## config.mk

```make
export PLATFORM = sky130hd
export DESIGN_NAME = s_arbiter
export DESIGN_NICKNAME = d
export VERILOG_FILES = /design/src/rtl/s_arbiter.sv
export SDC_FILE = /design/constraint.sdc
export NUM_CORES = 1
export LEC_CHECK = 0
export ABC_AREA = 1
export CORE_MARGIN = 4
export CORE_UTILIZATION = 29
export CTS_CLUSTER_SIZE = 14
export DETAILED_ROUTE_END_ITERATION = 16
export SYNTH_ARGS = -nofsm -noshare
export SYNTH_HDL_FRONTEND = slang
export SYNTH_SLANG_ARGS = --single-unit
```

## constraint.sdc

```tcl
create_clock -name clk -period 3.9 [get_ports clk]
set_clock_uncertainty 0.05 [all_clocks]
set_input_delay 0.78 -clock clk [delete_from_list [all_inputs] [get_ports clk]]
set_output_delay 0.78 -clock clk [all_outputs]
set_load 0.01 [all_outputs]
```

## src/rtl/s_arbiter.sv

```systemverilog
// ----------------------------------------------------------------------------
// s_arbiter : two-master round-robin slave-side arbiter, one txn outstanding.
// Optional: define ARB_TIMEOUT_EN for SEND/WAIT_RD timeout with m_err.
// Rev 1.0
// ----------------------------------------------------------------------------
`default_nettype none

module s_arbiter #(
  parameter int AW        = 8,
  parameter int DW        = 8,
  parameter int TO_CYCLES = 16
) (
  input  logic          clk,
  input  logic          rst,
  input  logic          m0_req,
  input  logic          m0_cmd,
  input  logic [AW-1:0] m0_addr,
  input  logic [DW-1:0] m0_wdata,
  input  logic          m1_req,
  input  logic          m1_cmd,
  input  logic [AW-1:0] m1_addr,
  input  logic [DW-1:0] m1_wdata,
  output logic [1:0]    m_ack,
  output logic [DW-1:0] m_rdata,
  output logic          m_err,
  output logic          s_req,
  output logic          s_cmd,
  output logic [AW-1:0] s_addr,
  output logic [DW-1:0] s_wdata,
  input  logic          s_ack,
  input  logic          s_resp,
  input  logic [DW-1:0] s_rdata,
  output logic          grant
);

  localparam logic [1:0] IDLE    = 2'd0;
  localparam logic [1:0] SEND    = 2'd1;
  localparam logic [1:0] WAIT_RD = 2'd2;
  localparam logic [1:0] DONE    = 2'd3;

  if (TO_CYCLES < 2) begin : g_to_cycles_check
    $error("s_arbiter: TO_CYCLES must be at least 2");
  end

  logic [1:0]    state_q, state_d;
  logic          ptr_q, ptr_d;      // 1 = master 1 preferred on contention
  logic          grant_q, grant_d;
  logic          cmd_q, cmd_d;
  logic [AW-1:0] addr_q, addr_d;
  logic [DW-1:0] wdata_q, wdata_d;
  logic [DW-1:0] rdata_q, rdata_d;
  logic          win;

`ifdef ARB_TIMEOUT_EN
  localparam int            CW      = $clog2(TO_CYCLES);
  localparam logic [CW-1:0] TO_LAST = CW'(TO_CYCLES - 1);

  logic [CW-1:0] cnt_q, cnt_d;
  logic          err_q, err_d;
  logic          timeout;

  assign timeout = (cnt_q == TO_LAST);
`endif

  always_comb begin
    if (m0_req && m1_req) begin
      win = ptr_q;
    end else begin
      win = m1_req;
    end
  end

  always_comb begin
    state_d = state_q;
    ptr_d   = ptr_q;
    grant_d = grant_q;
    cmd_d   = cmd_q;
    addr_d  = addr_q;
    wdata_d = wdata_q;
    rdata_d = rdata_q;
`ifdef ARB_TIMEOUT_EN
    cnt_d   = '0;
    err_d   = 1'b0;
`endif
    case (state_q)
      IDLE: begin
        if (m0_req || m1_req) begin
          grant_d = win;
          ptr_d   = ~win;
          cmd_d   = win ? m1_cmd   : m0_cmd;
          addr_d  = win ? m1_addr  : m0_addr;
          wdata_d = win ? m1_wdata : m0_wdata;
          state_d = SEND;
        end
      end
      SEND: begin
        if (s_ack) begin
          state_d = cmd_q ? DONE : WAIT_RD;
`ifdef ARB_TIMEOUT_EN
        end else if (timeout) begin
          state_d = DONE;
          err_d   = 1'b1;
        end else begin
          cnt_d = cnt_q + CW'(1);
`endif
        end
      end
      WAIT_RD: begin
        if (s_resp) begin
          rdata_d = s_rdata;
          state_d = DONE;
`ifdef ARB_TIMEOUT_EN
        end else if (timeout) begin
          state_d = DONE;
          err_d   = 1'b1;
        end else begin
          cnt_d = cnt_q + CW'(1);
`endif
        end
      end
      DONE: begin
        state_d = IDLE;
      end
      default: begin
        state_d = IDLE;
      end
    endcase
  end

  always_ff @(posedge clk) begin
    if (rst) begin
      state_q <= IDLE;
      ptr_q   <= 1'b0;
      grant_q <= 1'b0;
      cmd_q   <= 1'b0;
      addr_q  <= '0;
      wdata_q <= '0;
      rdata_q <= '0;
    end else begin
      state_q <= state_d;
      ptr_q   <= ptr_d;
      grant_q <= grant_d;
      cmd_q   <= cmd_d;
      addr_q  <= addr_d;
      wdata_q <= wdata_d;
      rdata_q <= rdata_d;
    end
  end

`ifdef ARB_TIMEOUT_EN
  always_ff @(posedge clk) begin
    if (rst) begin
      cnt_q <= '0;
      err_q <= 1'b0;
    end else begin
      cnt_q <= cnt_d;
      err_q <= err_d;
    end
  end

  assign m_err = err_q;
`else
  assign m_err = 1'b0;
`endif

  // Slave and master handshakes are decoded straight from the registered state.
  assign s_req   = (state_q == SEND);
  assign m_ack   = (state_q == DONE) ? (grant_q ? 2'b10 : 2'b01) : 2'b00;
  assign s_cmd   = cmd_q;
  assign s_addr  = addr_q;
  assign s_wdata = wdata_q;
  assign m_rdata = rdata_q;
  assign grant   = grant_q;

endmodule

`default_nettype wire

```

### Word level (Yosys, flattened, before mapping)

Cells that the tools add are included.

* register bits: 29
* bits in latches: 0
* memory bits (writable): 0
* ROM bits: 0
* input bits: 48
* output and inout bits: 30
* word-level logic and storage cells: 31
* memories: 0

* add/subtract/negate cells: 0
* multipliers: 0
* divide/modulo/power cells: 0
* magnitude comparators: 0
* equality and inequality tests: 6
* shift operators: 0
* multiplexer cells: 11
* bitwise operators: 1
* reductions and logical operators: 6

Operator list (number)
* two-way mux 8 bit: 2
* two-way mux 2 bit: 5
* case mux 2 bit (4 select lines): 1
* equality test 2 bit (second input constant): 2
* inequality test 2 bit (second input constant): 2
* AND reduction 2 bit: 2
* two-way mux 1 bit: 3
* AND reduction 3 bit: 1
* equality test 2 x 1 -> 1 bit (second input constant): 1
* zero test 2 bit: 1
* inequality test 2 x 1 -> 1 bit (second input constant): 1
* logical AND 1 bit: 1
* logical OR 1 bit: 1
* NOT 1 bit: 1

### Longest topological paths before layout

Gate-level depths: netlist of the first run.

* depth after elaboration: 3
* depth in mapped cells: 9
* mapped depth without buffers: 8

### Least setup slack after synthesis of the first run

OpenSTA, ideal clock, no wires.

* path kind: input port to flip-flop
* start: input port m1_req
* end: register cmd_q, in the netlist s_cmd
* arrival: 1.451 ns
* setup slack: 2.273 ns
* stages: 7
* buffers on the path: 1
* cell sequence: nor2_2 nor2_8 nand2_4 buf_6 nor2_2 nor2_1 nor2_2

* cells in the longest elaborated chain, start to end: 3
* elaborated cells on any way between the ends: 5

Ends and longest elaborated chain
* start: declaration: RTL line 19 `input logic m1_req,`
* logical AND 1 bit: RTL line 66 `if (m0_req && m1_req) begin`
* two-way mux 1 bit: RTL line 66
* two-way mux 1 bit: RTL line 90 `cmd_d = win ? m1_cmd : m0_cmd;`
* end signal: assignment: RTL line 143 `cmd_q <= cmd_d;`
* end: declaration: RTL line 48 `logic cmd_q, cmd_d;`

Parallel ways exist; a longest one is shown, timed or not.
A chain may end at the register's enable or synchronous reset.

### Worst setup path after layout of the first run

* start: register state_q[1]
* end: output port s_req

* cells in the longest elaborated chain, start to end: 1

Ends and longest elaborated chain
* start: declaration: RTL line 45 `logic [1:0] state_q, state_d;`
* start signal: assignment: RTL line 140 `state_q <= state_d;`
* equality test 2 x 1 -> 1 bit: RTL line 167 `assign s_req = (state_q == SEND);`
* end: declaration: RTL line 26 `output logic s_req,`

No other way between the ends.

==> results by group, run 1 <==
Layout
  – P&R area growth vs syn: 56.5%
  – Final Util: 46.9%
  – Area occupied by multi-input gates: 776 um^2
  – FF+latch area: 581 um^2
  – Nets: 351
  – Fillers: 532
  – Share of cells above drive strength 1: 8.03%
  – Ant diodes: 0

Yosys
  – Number of synthesis warnings: 0
  – Syn nets: 278
  – Post-Syn Area: 1530 um^2
  – Post-synth cell types: 18
  – Syn avg cell area: 6.81 um^2
  – Syn Inst Count: 225
  – Yosys reg bits: 29
  – Sequential cell area fraction in the yosys report: 37.9%

Detailed routing
  – Avg WL per Cell: 11.8 um
  – DRT iter0 DRCs: 77
  – Via/cell ratio: 4.37
  – DRC viols: 0
  – Routed Antenna Nets: 0
  – Via Count: 1,611
  – DRT Wirelength: 4350 um
  – Drt pass-1 iters: 4

Floorplanning
  – # IOs: 78
  – Die area: 6510 um^2
  – CORE AREA: 5110 um^2
  – Die width: 80.7 um
  – Number of cell rows: 26
  – Initial Utilization: 30.0%
  – Die height: 80.7 um

Placement
  – Detailed placement HPWL: 3090 um
  – Placer Congestion: 0.722
  – Port bufs: 76

Worst hold path
  – Worst min-delay path class: reg -> reg

Clock network
  – Resized cells post-CTS: 0
  – H-tree depth: 2
  – Reg clk slew, reported paths: 0.07 ns
  – TritonCTS clock tree: yes
  – Inserted Clock Buffers: 5
  – Setup bufs post-CTS: 0
  – Clock tree sinks: 29
  – CTS max path bufs: 2
  – Root Driver: clkbuf_8
  – Number of hold buffers added after cts: 0
  – Later-pin clock latency in the skew report: 0.28 ns

Timing
  – Final setup viols: 0
  – Max Clock Freq: 0.426 GHz
  – Final period util: 60.1%
  – RSZ-0062 raised after global routing: no
  – Slew @ Worst Pin: 0.852 ns
  – Hold WS: 0.419 ns
  – Tmin final: 2.34 ns
  – Relative slew slack: 43.2%
  – Slew Limit Fails: 0
  – Setup total negative slack: 0 ns
  – Final Hold Fails: 0

Global route
  – Grt ovf: 0
  – Initial antenna violation count: 0
  – GRT Resource Usage Total: 13.8%
  – Largest net degree at the start of global routing: 22
  – Vias in the first global route: 1,532
  – First-pass GRT wire length: 7000 um

Outcome
  – Status: complete, no violations

Setup path
  – WP data required: 3.07 ns
  – Startpoint type of the worst setup path: flip-flop
  – Worst setup EP type: output pin
  – Worst EP arrival: 1.51 ns
  – Worst Path Class, Setup: reg -> out
  – Max FO, Critical Path: 4

Pwr
  – Leak Pwr: 1.09 nW
  – Maximum vdd drop: 0.000298 V
  – Power per cell area: 531 nW/um^2

Job
  – Number of max-cap violations: 0
==> worst max-delay path: stages (launching register included) <==
cell	delay [ns]
dfxtp_1	0.34
inv_1	0.13
ha_1	0.22
clkdlybuf4s50_1	0.55
==> per-stage QoR <==
stage	cells	power [mW]	cell area [um^2]	setup slack, ns
after CTS	369	1.29	2400	1.54
after floorplan	225	0.802	1530	2.27
after global placement	361	1.05	2310	1.41
final	369	1.27	2400	1.56
after detailed placement	361	1.04	2310	1.41
after global routing	369	1.38	2400	1.46
==> cell usage in the layout (no fill, tap or decap), types with 5 or more instances in the layout <==
master,netlist,layout
clkbuf_8,0,5
clkdlybuf4s50_1,0,76
dfxtp_1,29,29
ha_1,5,5
inv_1,27,27
nand2_1,46,46
nand3_1,9,9
nand4_1,17,17
nor2_1,53,53
nor2_2,11,11
o21ai_0,8,8
==> synthesized netlist by cell type (all sizes together) <==
library cell | n | share of area [%]
nand2 | 49 | 13
inv | 27 | 6.6
o21ai | 9 | 3.2
clkbuf | 2 | 0.49
dfxtp | 29 | 38
ha | 5 | 4.1
a21oi | 3 | 0.98
nand3 | 9 | 2.9
nand4 | 17 | 6.9
conb | 1 | 0.24
buf | 9 | 4.3
nor2 | 65 | 19
==> power breakdown <==
part / switching, mW / internal (mW) / total [mW]
Combinational: 0.334 / 0.281 / 0.614
Clock: 0.115 / 0.123 / 0.239
Sequential: 0.0464 / 0.374 / 0.420
==> logic make-up after synthesis <==
logic type | after synthesis | share of synthesized area (%)
buffers and inverters | 38 | 11.4
AO/OA/AOI/OAI | 12 | 4.17
adder cells (fa/ha/maj) | 5 | 4.08
other | 1 | 0.245
flip-flops | 29 | 37.9
AND/OR/NAND/NOR | 140 | 42.2
==> final timing paths <==
path	startpoint	to	slack [ns]	depth (start not counted)
worst max register to register	state_q[0]	s_wdata[1]	1.72	7
worst max-delay path	state_q[1]	s_req	1.56	3
worst min register to register	ptr_q	ptr_q	0.42	2
worst min-delay path	ptr_q	ptr_q	0.42	2
==> final cells by class <==
class / instances / share of cell area, %
Timing Repair Buffer: 77 / 32.1
Multi-Input combinational cell: 158 / 32.4
Inverter: 27 / 4.23
Sequential cell: 29 / 24.2
Clock buffer: 6 / 3.03
Tap cell: 70 / 3.66
Clock inverter: 2 / 0.418
==> per-layer routing <==
layer  vias up  track usage (%)  share of wire (%)
met5         -                0                  0
met4         0             3.55               0.87
met3         5             6.39                 12
met2        68             20.0                 40
met1       696             18.3                 47
li1        842                -                  -
==> sequential cells by signal, summed over array words and instances (netlist names) <==
signal   cells
grant        1
state_q      2
s_wdata      8
m_rdata      8
ptr_q        1
s_addr       8
s_cmd        1
Note: power is estimated with default switching activity, not from simulation.
==> run 2: changes to the inputs <==
clock period = 2.3 ns   (was 3.9 ns; I/O delays follow)
==> run 2 against run 1 <==
Against the previous run: clock-buffer cell count grew 1; register-to-register slack worse by 1.2 ns; non-clock buffer count grew 4; largest power group unchanged; highest routed layer unchanged; via count is 2.7% lower; critical path depth up 1; global-route usage is 0.39 points lower; cell count rose by 0.81%; first-iteration DRC count fell by 27%; clock power increased by 75%; total power up 73%.
==> results by group, run 2 (synthesis results as in run 1) <==
Global route
  – GRT Resource Usage Total: 13.4% (was 13.8%)
  – Grt ovf: 0 (unchanged)
  – First-pass GRT wire length: 6800 um (was 7000 um)
  – Initial antenna violation count: 0 (unchanged)
  – Largest net degree at the start of global routing: 20 (was 22)
  – Vias in the first global route: 1,482 (was 1,532)

Clock network
  – Inserted Clock Buffers: 5 (unchanged)
  – Clock tree sinks: 29 (unchanged)
  – Setup bufs post-CTS: 0 (unchanged)
  – Resized cells post-CTS: 0 (unchanged)
  – Number of hold buffers added after cts: 0 (unchanged)
  – Reg clk slew, reported paths: 0.06 ns (was 0.07 ns)
  – CTS max path bufs: 2 (unchanged)
  – TritonCTS clock tree: yes (unchanged)
  – Root Driver: clkbuf_8 (unchanged)
  – Later-pin clock latency in the skew report: 0.27 ns (was 0.28 ns)
  – H-tree depth: 2 (unchanged)

Floorplanning
  – Initial Utilization: 30.0% (unchanged)
  – CORE AREA: 5110 um^2 (unchanged)
  – Number of cell rows: 26 (unchanged)
  – Die height: 80.7 um (unchanged)
  – # IOs: 78 (unchanged)
  – Die area: 6510 um^2 (unchanged)
  – Die width: 80.7 um (unchanged)

Layout
  – Final Util: 47.8% (was 46.9%)
  – P&R area growth vs syn: 59.5% (was 56.5%)
  – Ant diodes: 0 (unchanged)
  – Nets: 355 (was 351)
  – Most common cell after layout, fill and taps aside: clkdlybuf4s50_1 (unchanged)
  – Share of cells above drive strength 1: 8.94% (was 8.03%)
  – Layout Cells excl Fill: 372 (was 369)
  – Most frequent cells in the layout: clkdlybuf4s50_1 (76), nor2_1 (53), nand2_1 (46) (unchanged)

Worst hold path
  – Worst min-delay path class: reg -> reg (unchanged)

Timing
  – Max Clock Freq: 0.498 GHz
  – RSZ-0062 raised after global routing: no (unchanged)
  – Tmin final: 2.01 ns
  – Post-layout worst setup margin: 0.293 ns (was 1.56 ns)
  – Final Hold Fails: 0 (unchanged)
  – Slew Limit Fails: 0 (unchanged)
  – Setup total negative slack: 0 ns (unchanged)
  – Final setup viols: 0 (unchanged)
  – Final period util: 87.3%

Setup path
  – Startpoint type of the worst setup path: flip-flop (unchanged)
  – Worst path slowest cell: clkdlybuf4s50_1 (unchanged)
  – Max FO, Critical Path: 4 (unchanged)
  – Worst setup EP type: output pin (unchanged)
  – Worst Path Class, Setup: reg -> out (unchanged)
  – WP data required: 1.79 ns (was 3.07 ns)
  – Worst EP arrival: 1.50 ns (was 1.51 ns)
  – CP Buf/Inv Count: 2 (unchanged)
  – Crit-path leading delay family: buffers and inverters (unchanged)
  – Critical Path, Cell by Cell: ha_1 > inv_1 > nor2_1 > clkdlybuf4s50_1 (was inv_1 > ha_1 > clkdlybuf4s50_1)
  – Critical path's largest stage delay: 0.54 ns (was 0.55 ns)

Placement
  – Placer Congestion: 0.789 (was 0.722)
  – Cells after DPL: 365 (was 361)
  – Post-place setup slack: 0.362 ns (was 1.41 ns)
  – Detailed placement HPWL: 3210 um (was 3090 um)
  – Port bufs: 76 (unchanged)

Detailed routing
  – DRC viols: 0 (unchanged)
  – DRT Wirelength: 4230 um (was 4350 um)
  – Via Count: 1,567 (was 1,611)
  – WL met3: 450 um (was 519 um)
  – Routed Antenna Nets: 0 (unchanged)
  – Drt pass-1 iters: 4 (unchanged)
  – Top layer in use: met4 (unchanged)
  – WL met1: 2120 um (was 2040 um)
  – Via/cell ratio: 4.21 (was 4.37)
  – Avg WL per Cell: 11.4 um (was 11.8 um)
  – DRT iter0 DRCs: 56 (was 77)
  – Met2 routed WL: 1630 um (was 1750 um)

Outcome
  – Status: complete, no violations (unchanged)

Pwr
  – Power Total: 2.21 mW (was 1.27 mW)
  – Power per cell area: 904 nW/um^2 (was 531 nW/um^2)
  – Leak Pwr: 1.11 nW (was 1.09 nW)
  – Maximum vdd drop: 0.000516 V (was 0.000298 V)

Job
  – Number of max-cap violations: 0 (unchanged)
==> run 2: changes by cell type in the layout (fill, tap and decap cells not counted), sizes merged <==
cell    before  now
clkbuf       6    7
clkinv       2    0
buf          1    5
==> run 2: final timing paths <==
path / start / endpoint / slack (ns) / cells past startpoint
max reg2reg: state_q[0] / s_wdata[3] / 0.50 / 8
min: ptr_q / ptr_q / 0.41 / 2
min reg2reg: ptr_q / ptr_q / 0.41 / 2
max: state_q[0] / m_ack[0] / 0.29 / 4
==> run 2: through the flow <==
| step | area [um^2] | hold slack, ns |
|---|---|---|
| 2_1_floorplan | 1530 | 0.393 |
| 3_3_place_gp | 2360 | 0.403 |
| 3_5_place_dp | 2360 | 0.404 |
| 4_1_cts | 2440 | 0.414 |
| 5_1_grt | 2440 | 0.455 |
| 6_report | 2440 | 0.413 |
==> run 2: layer usage <==
metal,vias up,track usage [%]
li1,850,-
met1,651,18.8
met2,62,18.0
met3,4,6.39
met4,0,3.55
met5,-,0
==> run 2: final cells by class <==
| type | instances | area [um^2] |
|---|---|---|
| inverters | 27 | 101 |
| flip-flops and latches | 29 | 581 |
| clock buffers | 7 | 86.3 |
| multi-input cells | 158 | 776 |
| fillers | 545 | 2670 |
| repair buffers | 81 | 811 |
| well taps | 70 | 87.6 |
==> run 2: worst register-to-register path: stages, from the launching register on <==
cell and delay, ns:
dfxtp_1 0.34, inv_1 0.15, ha_1 0.43, inv_1 0.18
nor2_8 0.17, nand2_4 0.16, nor2_1 0.14, nor2_1 0.06
nor2_1 0.07
==> run 2: where the power goes <==
| part | internal [mW] | switching [mW] |
|---|---|---|
| logic | 0.518 | 0.558 |
| registers | 0.634 | 0.0780 |
| clock network | 0.237 | 0.182 |
| total | 1.39 | 0.819 |
